**src/rtl/hwpe_axi_addressgen_sink_pkg.sv**
```systemverilog
// Shared types for the write-side (sink) address generator.
// Holds the stream configuration payload, its counter-width default and the sink FSM states.
package hwpe_axi_addressgen_sink_pkg;

    localparam int unsigned DEFAULT_STREAM_COUNTER_BITS = 16;
    localparam int unsigned CFG_ADDR_WIDTH              = 32;
    localparam int unsigned STRIDE_WIDTH                = 16;

    // Transfer descriptor: sizes/lengths are in words, strides in bytes (signed 16-bit).
    typedef struct packed {
        logic [CFG_ADDR_WIDTH-1:0]              base_addr;
        logic [DEFAULT_STREAM_COUNTER_BITS-1:0] trans_size;
        logic [STRIDE_WIDTH-1:0]                line_stride;
        logic [DEFAULT_STREAM_COUNTER_BITS-1:0] line_length;
        logic [STRIDE_WIDTH-1:0]                feat_stride;
        logic [DEFAULT_STREAM_COUNTER_BITS-1:0] feat_length;
    } stream_config_t;

    typedef enum logic [1:0] {
        SINK_IDLE = 2'd0,
        SINK_RUN  = 2'd1,
        SINK_DONE = 2'd2
    } sink_state_e;

endpackage

```
**src/rtl/hwpe_addressgen_counter3.sv**
```systemverilog
// Three-level word/line/feature counter with per-level stride accumulation.
// Ports:
//   clk, rst_n            clock, async active-low reset
//   clear_i               zero all counters and offsets
//   step_i                advance by one NPX-word beat
//   line_length_i         words per line (multiple of NPX, nonzero)
//   feat_length_i         lines per feature
//   line_stride_i         signed byte stride between lines
//   feat_stride_i         signed byte stride between features
//   offset_o              word + line + feature byte offset
module hwpe_addressgen_counter3
    import hwpe_axi_addressgen_sink_pkg::*;
#(
    parameter int unsigned ADDR_WIDTH  = 32,
    parameter int unsigned CNT_WIDTH   = DEFAULT_STREAM_COUNTER_BITS,
    parameter int unsigned NPX         = 4,
    parameter logic [31:0] WORD_STRIDE = 32'h2
) (
    input  logic                    clk,
    input  logic                    rst_n,
    input  logic                    clear_i,
    input  logic                    step_i,
    input  logic [CNT_WIDTH-1:0]    line_length_i,
    input  logic [CNT_WIDTH-1:0]    feat_length_i,
    input  logic [STRIDE_WIDTH-1:0] line_stride_i,
    input  logic [STRIDE_WIDTH-1:0] feat_stride_i,
    output logic [ADDR_WIDTH-1:0]   offset_o
);

    localparam logic [ADDR_WIDTH-1:0] WORD_STEP = ADDR_WIDTH'(NPX * WORD_STRIDE);
    localparam logic [CNT_WIDTH:0]    NPX_EXT   = (CNT_WIDTH+1)'(NPX);

    logic [ADDR_WIDTH-1:0] word_addr_q, word_addr_d;
    logic [ADDR_WIDTH-1:0] line_addr_q, line_addr_d;
    logic [ADDR_WIDTH-1:0] feat_addr_q, feat_addr_d;
    logic [CNT_WIDTH-1:0]  word_cnt_q, word_cnt_d;
    logic [CNT_WIDTH-1:0]  line_cnt_q, line_cnt_d;
    logic [CNT_WIDTH-1:0]  feat_cnt_q, feat_cnt_d;
    logic [ADDR_WIDTH-1:0] line_stride_sext;
    logic [ADDR_WIDTH-1:0] feat_stride_sext;
    logic                  word_more_c;

    assign line_stride_sext = ADDR_WIDTH'($signed(line_stride_i));
    assign feat_stride_sext = ADDR_WIDTH'($signed(feat_stride_i));
    // Extra bit keeps word_cnt + NPX from wrapping near the counter limit.
    assign word_more_c = ({1'b0, word_cnt_q} + NPX_EXT) < {1'b0, line_length_i};
    assign offset_o    = word_addr_q + line_addr_q + feat_addr_q;

    // Next-state: word steps until the line is exhausted, then line, then feature.
    always_comb begin
        word_addr_d = word_addr_q;
        line_addr_d = line_addr_q;
        feat_addr_d = feat_addr_q;
        word_cnt_d  = word_cnt_q;
        line_cnt_d  = line_cnt_q;
        feat_cnt_d  = feat_cnt_q;
        if (clear_i) begin
            word_addr_d = '0;
            line_addr_d = '0;
            feat_addr_d = '0;
            word_cnt_d  = '0;
            line_cnt_d  = '0;
            feat_cnt_d  = '0;
        end else if (step_i) begin
            if (word_more_c) begin
                word_addr_d = word_addr_q + WORD_STEP;
                word_cnt_d  = word_cnt_q + CNT_WIDTH'(NPX);
            end else begin
                word_addr_d = '0;
                word_cnt_d  = '0;
                if (line_cnt_q < (feat_length_i - CNT_WIDTH'(1))) begin
                    line_addr_d = line_addr_q + line_stride_sext;
                    line_cnt_d  = line_cnt_q + CNT_WIDTH'(1);
                end else begin
                    line_addr_d = '0;
                    line_cnt_d  = '0;
                    feat_addr_d = feat_addr_q + feat_stride_sext;
                    feat_cnt_d  = feat_cnt_q + CNT_WIDTH'(1);
                end
            end
        end
    end

    always_ff @(posedge clk or negedge rst_n) begin
        if (!rst_n) begin
            word_addr_q <= '0;
            line_addr_q <= '0;
            feat_addr_q <= '0;
            word_cnt_q  <= '0;
            line_cnt_q  <= '0;
            feat_cnt_q  <= '0;
        end else begin
            word_addr_q <= word_addr_d;
            line_addr_q <= line_addr_d;
            feat_addr_q <= feat_addr_d;
            word_cnt_q  <= word_cnt_d;
            line_cnt_q  <= line_cnt_d;
            feat_cnt_q  <= feat_cnt_d;
        end
    end

endmodule

```
**src/rtl/hwpe_axi_addressgen_sink.sv**
```systemverilog
// Write-side address generator: turns NPX-pixel engine beats into per-lane TCDM
// write addresses and lane enables, walking a word/line/feature pattern.
// Ports:
//   clk, rst_n         clock, async active-low reset
//   start_i            pulse in IDLE: latch stream_config_i and begin
//   stream_config_i    transfer descriptor
//   valid_i / ready_o  engine beat handshake (ready_o is combinational on gnt_i)
//   req_o / gnt_i      TCDM write request / grant for the whole beat
//   addr_o             per-lane write address
//   lane_en_o          per-lane write enable (masks the partial last beat)
//   busy_o             transfer active
//   done_o             one-cycle pulse at transfer end
module hwpe_axi_addressgen_sink
    import hwpe_axi_addressgen_sink_pkg::*;
#(
    parameter int unsigned CLUS_ADDR_WIDTH     = 32,
    parameter logic [31:0] WORD_STRIDE         = 32'h2,
    parameter int unsigned STREAM_COUNTER_BITS = DEFAULT_STREAM_COUNTER_BITS,
    parameter int unsigned NPX                 = 4
) (
    input  logic                                 clk,
    input  logic                                 rst_n,
    input  logic                                 start_i,
    input  stream_config_t                       stream_config_i,
    input  logic                                 valid_i,
    output logic                                 ready_o,
    output logic                                 req_o,
    input  logic                                 gnt_i,
    output logic [NPX-1:0][CLUS_ADDR_WIDTH-1:0]  addr_o,
    output logic [NPX-1:0]                       lane_en_o,
    output logic                                 busy_o,
    output logic                                 done_o
);

    localparam int unsigned           CNT_W   = STREAM_COUNTER_BITS;
    localparam logic [CNT_W:0]        NPX_EXT = (CNT_W+1)'(NPX);

    sink_state_e                state_q, state_d;
    stream_config_t             cfg_q, cfg_d;
    logic [CNT_W-1:0]           ovr_cnt_q, ovr_cnt_d;
    logic [CNT_W-1:0]           trans_size_c;
    logic [CLUS_ADDR_WIDTH-1:0] offset_c;
    logic                       fire_c;
    logic                       last_c;
    logic                       clear_c;

    assign trans_size_c = CNT_W'(cfg_q.trans_size);
    assign fire_c       = (state_q == SINK_RUN) && valid_i && gnt_i;
    assign last_c       = ({1'b0, ovr_cnt_q} + NPX_EXT) >= {1'b0, trans_size_c};

    hwpe_addressgen_counter3 #(
        .ADDR_WIDTH  (CLUS_ADDR_WIDTH),
        .CNT_WIDTH   (CNT_W),
        .NPX         (NPX),
        .WORD_STRIDE (WORD_STRIDE)
    ) i_counter (
        .clk           (clk),
        .rst_n         (rst_n),
        .clear_i       (clear_c),
        .step_i        (fire_c),
        .line_length_i (CNT_W'(cfg_q.line_length)),
        .feat_length_i (CNT_W'(cfg_q.feat_length)),
        .line_stride_i (cfg_q.line_stride),
        .feat_stride_i (cfg_q.feat_stride),
        .offset_o      (offset_c)
    );

    // Next-state and handshake/address outputs.
    always_comb begin
        state_d   = state_q;
        cfg_d     = cfg_q;
        ovr_cnt_d = ovr_cnt_q;
        clear_c   = 1'b0;
        ready_o   = 1'b0;
        req_o     = 1'b0;
        busy_o    = 1'b0;
        done_o    = 1'b0;
        lane_en_o = '0;
        addr_o    = '0;

        case (state_q)
            SINK_IDLE: begin
                if (start_i) begin
                    cfg_d     = stream_config_i;
                    ovr_cnt_d = '0;
                    clear_c   = 1'b1;
                    state_d   = (stream_config_i.trans_size == '0) ? SINK_DONE : SINK_RUN;
                end
            end
            SINK_RUN: begin
                busy_o  = 1'b1;
                req_o   = valid_i;
                ready_o = valid_i && gnt_i;
                for (int unsigned j = 0; j < NPX; j++) begin
                    addr_o[j]    = CLUS_ADDR_WIDTH'(cfg_q.base_addr) + offset_c
                                 + CLUS_ADDR_WIDTH'(j * WORD_STRIDE);
                    lane_en_o[j] = valid_i &&
                                   (({1'b0, ovr_cnt_q} + (CNT_W+1)'(j)) < {1'b0, trans_size_c});
                end
                if (fire_c) begin
                    ovr_cnt_d = ovr_cnt_q + CNT_W'(NPX);
                    if (last_c) begin
                        state_d = SINK_DONE;
                    end
                end
            end
            SINK_DONE: begin
                done_o  = 1'b1;
                state_d = SINK_IDLE;
            end
            default: begin
                state_d = SINK_IDLE;
            end
        endcase
    end

    always_ff @(posedge clk or negedge rst_n) begin
        if (!rst_n) begin
            state_q   <= SINK_IDLE;
            cfg_q     <= '0;
            ovr_cnt_q <= '0;
        end else begin
            state_q   <= state_d;
            cfg_q     <= cfg_d;
            ovr_cnt_q <= ovr_cnt_d;
        end
    end

endmodule

```
**config.mk**
```make
export PLATFORM = sky130hd
export DESIGN_NAME = hwpe_axi_addressgen_sink
export DESIGN_NICKNAME = d
export VERILOG_FILES = /design/src/rtl/hwpe_axi_addressgen_sink_pkg.sv /design/src/rtl/hwpe_addressgen_counter3.sv /design/src/rtl/hwpe_axi_addressgen_sink.sv
export SDC_FILE = /design/constraint.sdc
export NUM_CORES = 1
export LEC_CHECK = 0
export BUFFER_PORTS_ARGS = -buffer_cell sky130_fd_sc_hd__buf_2
export CORE_ASPECT_RATIO = 0.8
export CORE_MARGIN = 3
export CORE_UTILIZATION = 65
export DETAILED_ROUTE_END_ITERATION = 10
export GPL_ROUTABILITY_DRIVEN = 0
export HOLD_SLACK_MARGIN = 0.02
export PLACE_DENSITY = 0.88
export SLEW_MARGIN = 20
export SYNTH_ARGS = -nofsm -noshare
export SYNTH_HDL_FRONTEND = slang
export SYNTH_SLANG_ARGS = --single-unit
```
**constraint.sdc**
```tcl
create_clock -name clk -period 10.1 [get_ports clk]
set_input_delay 2.02 -clock clk [delete_from_list [all_inputs] [get_ports clk]]
set_output_delay 2.02 -clock clk [all_outputs]
set_load 0.05 [all_outputs]
```
==> impl_metrics.env, run 1 <==
export IMPL_status="complete, no violations"
export IMPL_dpl_cell_area_sq_um=22800
export IMPL_grt_max_degree=110
export IMPL_p_seq_share_pct=18.2
export IMPL_worstPathArrival_ns=6.26
export IMPL_yosys_warnings=0
export IMPL_yosysTopAreaCell="dfrtp_1"
export IMPL_ys_seq_area_share_pct=29.38
export IMPL_vias=20057
export IMPL_cts_made_buffers=27
export IMPL_setup_tns_ns=0
export IMPL_drc=0
export IMPL_r2r_setup_slack_ns=5.35
export IMPL_cts_hold_buf=0
export IMPL_fin_cells=3217
export IMPL_drt_iter0_markers=2274
export IMPL_finalCriticalPeriod_ns=8.282
export IMPL_design_die_area_sq_um=35120
export IMPL_antenna_found_initial=0
export IMPL_start_kind="flop"
export IMPL_grt_usage_pct=33.75
export IMPL_syn_area_sq_um=21380
export IMPL_worst_setup_path_type="flop to primary output"
export IMPL_cts_max_path_buffers=3
export IMPL_synth_seq_cells=251
export IMPL_final_nets=3139
export IMPL_syn_avg_cell_area_sq_um=8.210
export IMPL_end_kind="primary output"
export IMPL_slew_violations=0
export IMPL_cts_sinks=251
export IMPL_leakage_nw=11.81
export IMPL_hpwl_um=45810
export IMPL_async_flop_share_pct=100.0
export IMPL_start_util_pct=66.96
export IMPL_grt_pass1_wl_um=98610
export IMPL_r2r_end="i_counter.feat_addr_q[31]"
export IMPL_die_w_um=208.8
export IMPL_reg2reg_depth=11
export IMPL_worst_pin_slew_ns=1.037
export IMPL_ant_nets=0
export IMPL_root_buffer="clkbuf_16"
export IMPL_cts_resized=0
export IMPL_crit_path_end="addr_o[95]"
export IMPL_synth_cell_types=89
export IMPL_dr_pass1_iters=7
export IMPL_area_growth_pct=11.06
export IMPL_synth_ff_type="dfrtp_1"
export IMPL_synth_commonest_cells="370 x nand2_1, 251 x dfrtp_1, 233 x inv_1"
export IMPL_cts_setup_buffers=0
export IMPL_reg2reg_from="state_q[1]"
export IMPL_htreeDepth=1
export IMPL_die_h_um=168.2
export IMPL_internal_power_mw=2.695
export IMPL_synth_top_area_share_pct=29.38
export IMPL_top_level_ports=253
export IMPL_synth_edf_count=0
export IMPL_grt_pass1_vias=19278
export IMPL_diodes=0
export IMPL_synthMostInstantiatedCell="nand2_1"
export IMPL_fin_ws_ns=1.818
export IMPL_power_density_nw_per_um2=257.9
export IMPL_synth_area_top_cells="dfrtp_1 29%, ha_1 11%, nand2_1 6.5%"
export IMPL_swShare_pct=55.98
export IMPL_clock_latency_ns=0.58
export IMPL_cp_required_ns=8.08
export IMPL_finalHoldViolCount=0
export IMPL_path_max_fanout=14
export IMPL_core_area_sq_um=31930
export IMPL_finalInstanceArea_sq_um=23740
export IMPL_power_frac_clock_pct=17.4
export IMPL_rsz0062_at_grt="no"
export IMPL_wl_per_cell_um=18.94
export IMPL_slew_headroom_pct=30.39
export IMPL_drive_gt1_share_pct=13.01
export IMPL_grt_overflow=0
export IMPL_power_frac_comb_pct=64.4
export IMPL_portBuffers=252
export IMPL_syn_inst=2604
export IMPL_post_place_ws_ns=2.527
export IMPL_finalCritPeriodShare_pct=82.00
export IMPL_cts_tree="yes"
export IMPL_p_switching_mw=3.428
export IMPL_max_freq_mhz=120.7
export IMPL_wl_um=60940
export IMPL_crit_start="i_counter.line_addr_q[9]"
export IMPL_setup_violations_final=0
export IMPL_clk_pin_slew_ns=0.07
export IMPL_post_place_cells=3167
export IMPL_hp_class="flop to flop"
export IMPL_maxCapViolCount=0
export IMPL_vias_per_cell=6.235
export IMPL_skew_ns=0.04046
export IMPL_ir_worst_vdd_uv=345.7
export IMPL_report_power_total_mw=6.124
export IMPL_synth_nets=2967
export IMPL_rows=58
per-stage QoR:
| stage | hold WS (ns) | utilization [%] |
|---|---|---|
| 2_1_floorplan | 0.4467 | - |
| 3_3_place_gp | 0.4655 | 71.40 |
| 3_5_place_dp | 0.4725 | 71.40 |
| 4_1_cts | 0.4887 | 74.36 |
| 5_1_grt | 0.5171 | 74.36 |
| 6_report | 0.4956 | 74.36 |
flip-flops by register name, indices dropped and copies added (netlist names):
| name | cells |
|---|---|
| state_q | 2 |
| cfg_q | 96 |
| i_counter.word_cnt_q | 14 |
| i_counter.feat_addr_q | 32 |
| i_counter.line_cnt_q | 16 |
| trans_size_c | 16 |
| i_counter.line_addr_q | 32 |
| ovr_cnt_q | 14 |
| i_counter.word_addr_q | 29 |
power by group through the flow:
stage	clock network, mW	logic (mW)	registers, mW
6_report	1.06	3.94	1.12
5_1_grt	1.11	4.18	1.12
4_1_cts	1.07	3.90	1.11
3_5_place_dp	0	3.89	1.13
3_3_place_gp	0	3.82	1.13
2_1_floorplan	0	3.03	1.12
routing by layer:
layer / vias to the layer above / global-route usage [%] / share of wire (%)
li1: 9257 / - / -
met1: 9494 / 46.82 / 41
met2: 1148 / 53.40 / 44
met3: 158 / 6.557 / 11
met4: 0 / 11.67 / 3.7
met5: - / 0 / 0
worst min-delay path by stage:
stage / slack, ns / cells after the start / start / to
floorplan: 0.45 / 2 / cfg_q[33] / cfg_q[33]
global placement: 0.47 / 2 / cfg_q[33] / cfg_q[33]
detailed placement: 0.47 / 2 / cfg_q[32] / cfg_q[32]
CTS: 0.49 / 2 / cfg_q[32] / cfg_q[32]
global route: 0.52 / 2 / cfg_q[56] / cfg_q[56]
finish: 0.50 / 2 / cfg_q[32] / cfg_q[32]
kinds of logic after synthesis:
logic type / share of synthesized area [%]
other: 0.01754
and+or+nand+nor: 20.90
DFF: 29.38
AOI/OAI and AO/OA: 17.96
adders and majority gates: 16.57
muxes: 0.2341
buffers and inverters: 6.426
xor gates and xnor gates: 8.515
cell type report:
class	instances	area, sq um
fillers	2263	8187
repair buffers	266	1376
well taps	420	525.5
clock buffers	41	808.3
inverters	233	874.6
flip-flops and latches	251	6281
multi-input cells	1997	13740
clock inverters	9	137.6
cells in the final DEF, fill, tap and decap left out, drive strengths merged, types with 45 or more instances in the layout:
cell,count
a21o,61
a21oi,108
buf,266
dfrtp,251
fa,62
ha,184
inv,234
nand2,372
nand3,78
nor2,191
o21ai,226
or3,45
xnor2,127
xor2,77
worst max-delay path: stages (launching register included):
cell      delay [ns]
dfrtp_1         0.39
inv_1           0.15
fa_1            0.47
fa_1            0.54
inv_1           0.06
ha_1            0.39
a211oi_1        0.33
o21ai_0         0.19
a211o_1         0.29
a21oi_1         0.21
o21ai_0         0.15
xor2_1          0.76
nand4_2         0.48
or3_1           0.50
nor4_1          0.25
mux2i_1         0.24
buf_2           0.29
No activity file was read; power rests on OpenSTA's default activity.
==> inputs of run 2 (changes only) <==
CORE_UTILIZATION = 55   (was 65)
PLACE_DENSITY = 0.79   (was 0.88)
clock period = 6.9 ns   (was 10.1 ns; I/O delays follow)
==> impl_metrics.env, run 2 (synthesis gave the netlist of run 1 again) <==
export IMPL_min_delay_start="cfg_q[32]"
export IMPL_skew_ns=0.02231
export IMPL_reg2reg_from="i_counter.word_cnt_q[2]"
export IMPL_top_level_ports=253
export IMPL_power_density_nw_per_um2=379.4
export IMPL_reg2reg_depth=16
export IMPL_busiest_layer="met2"
export IMPL_ir_worst_vdd_uv=296.5
export IMPL_die_w_um=226.4
export IMPL_hpwl_um=46560
export IMPL_vias_per_cell=5.935
export IMPL_drive_gt1_share_pct=15.31
export IMPL_internal_power_mw=4.071
export IMPL_r2r_setup_slack_ns=2.04
export IMPL_reg_top3="cfg_q (96), i_counter.feat_addr_q (32), i_counter.line_addr_q (32)"
export IMPL_cts_made_buffers=27
export IMPL_slew_headroom_pct=37.19
export IMPL_worst_setup_path_type="flop to primary output"
export IMPL_root_buffer="clkbuf_16"
export IMPL_cts_max_path_buffers=3
export IMPL_finalInstanceArea_sq_um=24280
export IMPL_final_common_cell="nand2_1"
export IMPL_largest_register="cfg_q"
export IMPL_worst_pin_slew_ns=0.9398
export IMPL_start_util_pct=56.74
export IMPL_final_cell_mix="369 x nand2_1, 251 x dfrtp_1, 241 x buf_2"
export IMPL_use_met1_pct=41.20
export IMPL_largest_reg_flops=96
export IMPL_rows=63
export IMPL_grt_max_degree=150
export IMPL_maxCapViolCount=0
export IMPL_path_max_fanout=9
export IMPL_cts_hold_buf=0
export IMPL_final_nets=3159
export IMPL_wl_um=61210
export IMPL_whs_path_depth=2
export IMPL_power_frac_clock_pct=16.3
export IMPL_leakage_nw=11.98
export IMPL_grtUsageMet2_pct=44.29
export IMPL_hp_class="flop to flop"
export IMPL_max_freq_mhz=147.3
export IMPL_finalCriticalPeriod_ns=6.791
export IMPL_finalHoldViolCount=0
export IMPL_p_seq_share_pct=17.7
export IMPL_power_frac_comb_pct=65.9
export IMPL_r2r_end="i_counter.feat_addr_q[28]"
export IMPL_vias=19603
export IMPL_final_seq_area_sq_um=6281
export IMPL_grt_pass1_wl_um=96960
export IMPL_design_die_area_sq_um=41290
export IMPL_diodes=0
export IMPL_ant_nets=0
export IMPL_setup_tns_ns=0
export IMPL_cts_tree="yes"
export IMPL_clk_pin_slew_ns=0.06
export IMPL_drc=0
export IMPL_end_kind="primary output"
export IMPL_core_area_sq_um=37680
export IMPL_wl_per_cell_um=18.53
export IMPL_drt_iter0_markers=1715
export IMPL_multiInputGateArea_sq_um=14030
export IMPL_portBuffers=252
export IMPL_fillers=3220
export IMPL_cp_required_ns=5.52
export IMPL_finalCritPeriodShare_pct=98.42
export IMPL_start_kind="flop"
export IMPL_p_switching_mw=5.141
export IMPL_htreeDepth=1
export IMPL_area_growth_pct=13.57
export IMPL_swShare_pct=55.80
export IMPL_grt_usage_pct=28.73
export IMPL_antenna_found_initial=1
export IMPL_dpl_cell_area_sq_um=22950
export IMPL_setup_violations_final=0
export IMPL_worstPathArrival_ns=5.41
export IMPL_dr_pass1_iters=7
export IMPL_slew_violations=0
export IMPL_grt_pass1_vias=18813
export IMPL_whs_endpoint="cfg_q[32]"
export IMPL_grt_overflow=0
export IMPL_cts_sinks=251
export IMPL_status="complete, no violations"
export IMPL_die_h_um=182.3
export IMPL_rsz0062_at_grt="yes"
export IMPL_grt_util_met3_pct=4.776
export IMPL_clock_latency_ns=0.56
-- run 2: cell types whose count changed in the layout (fill, tap and decap cells not counted), moves of 5 or more --
cell,delta
buf_4,+22
buf_2,-10
xnor2_1,-7
xnor2_2,+7
clkinv_2,+6
nand3_1,-6
nand3_2,+6
clkbuf_1,-5
clkbuf_8,-5
ha_1,-5
ha_2,+5
o21ai_0,-5
-- run 2: worst max-delay path by stage --
stage	to	cells past startpoint	start	slack, ns
after floorplan	addr_o[63]	14	i_counter.feat_addr_q[6]	0.49
after global placement	addr_o[54]	16	i_counter.line_addr_q[9]	0.54
after detailed placement	addr_o[125]	17	i_counter.line_addr_q[9]	0.40
after CTS	addr_o[63]	17	i_counter.line_addr_q[5]	-0.02
after global routing	addr_o[62]	16	i_counter.line_addr_q[21]	-0.14
final	addr_o[126]	15	i_counter.line_addr_q[20]	0.11
-- run 2: timing repair --
item | CTS | global route
setup endpoints to repair | 17 | 51
pin swaps | 3 | 10
buffers inserted | 3 | 10
gates resized for setup | 12 | 65
cloned | 0 | 0
-- run 2: critical path: stages, from the launching register on --
cell       delay, ns
dfrtp_1         0.38
inv_1           0.17
fa_1            0.47
fa_1            0.51
inv_1           0.04
ha_1            0.39
a21oi_1         0.38
o221ai_1        0.20
a41o_1          0.28
and2_1          0.18
o311a_1         0.49
nand4bb_1       0.30
nor4_4          0.41
nand3_1         0.14
a21oi_1         0.20
buf_2           0.29
-- run 2: power by group through the flow --
stage	Combinational [mW]	Clock, mW	Sequential, mW
6_report	6.07	1.50	1.63
4_1_cts	5.84	1.53	1.63
3_3_place_gp	5.66	0	1.65
2_1_floorplan	4.43	0	1.63
5_1_grt	6.44	1.59	1.64
3_5_place_dp	5.75	0	1.66
-- run 2: through the flow --
| stage | total power, mW | setup slack [ns] | hold WS (ns) | std cells | utilization (%) |
|---|---|---|---|---|---|
| CTS | 9.001 | -0.01588 | 0.4873 | 3293 | 63.55 |
| floorplan | 6.063 | 0.4860 | 0.4467 | 2604 | - |
| detailed placement | 7.409 | 0.4046 | 0.4721 | 3241 | 60.90 |
| global route | 9.673 | -0.1405 | 0.5164 | 3303 | 64.44 |
| global placement | 7.313 | 0.5407 | 0.4660 | 3241 | 60.90 |
| finish | 9.212 | 0.1091 | 0.4865 | 3303 | 64.44 |
-- run 2: layout make-up --
type                            count  area share [%]
Clock buffer                       31           2.968
Clock inverter                     18          0.7936
Inverter                          233           3.602
Multi-Input combinational cell   1997           57.77
Sequential cell                   251           25.87
Tap cell                          487           2.510
Timing Repair Buffer              286           6.488
-- run 2: per-layer routing --
layer / vias up / wire, um
li1: 9297 / -
met1: 9225 / 26950
met2: 923 / 26770
met3: 158 / 5301
met4: 0 / 2189
met5: - / 0
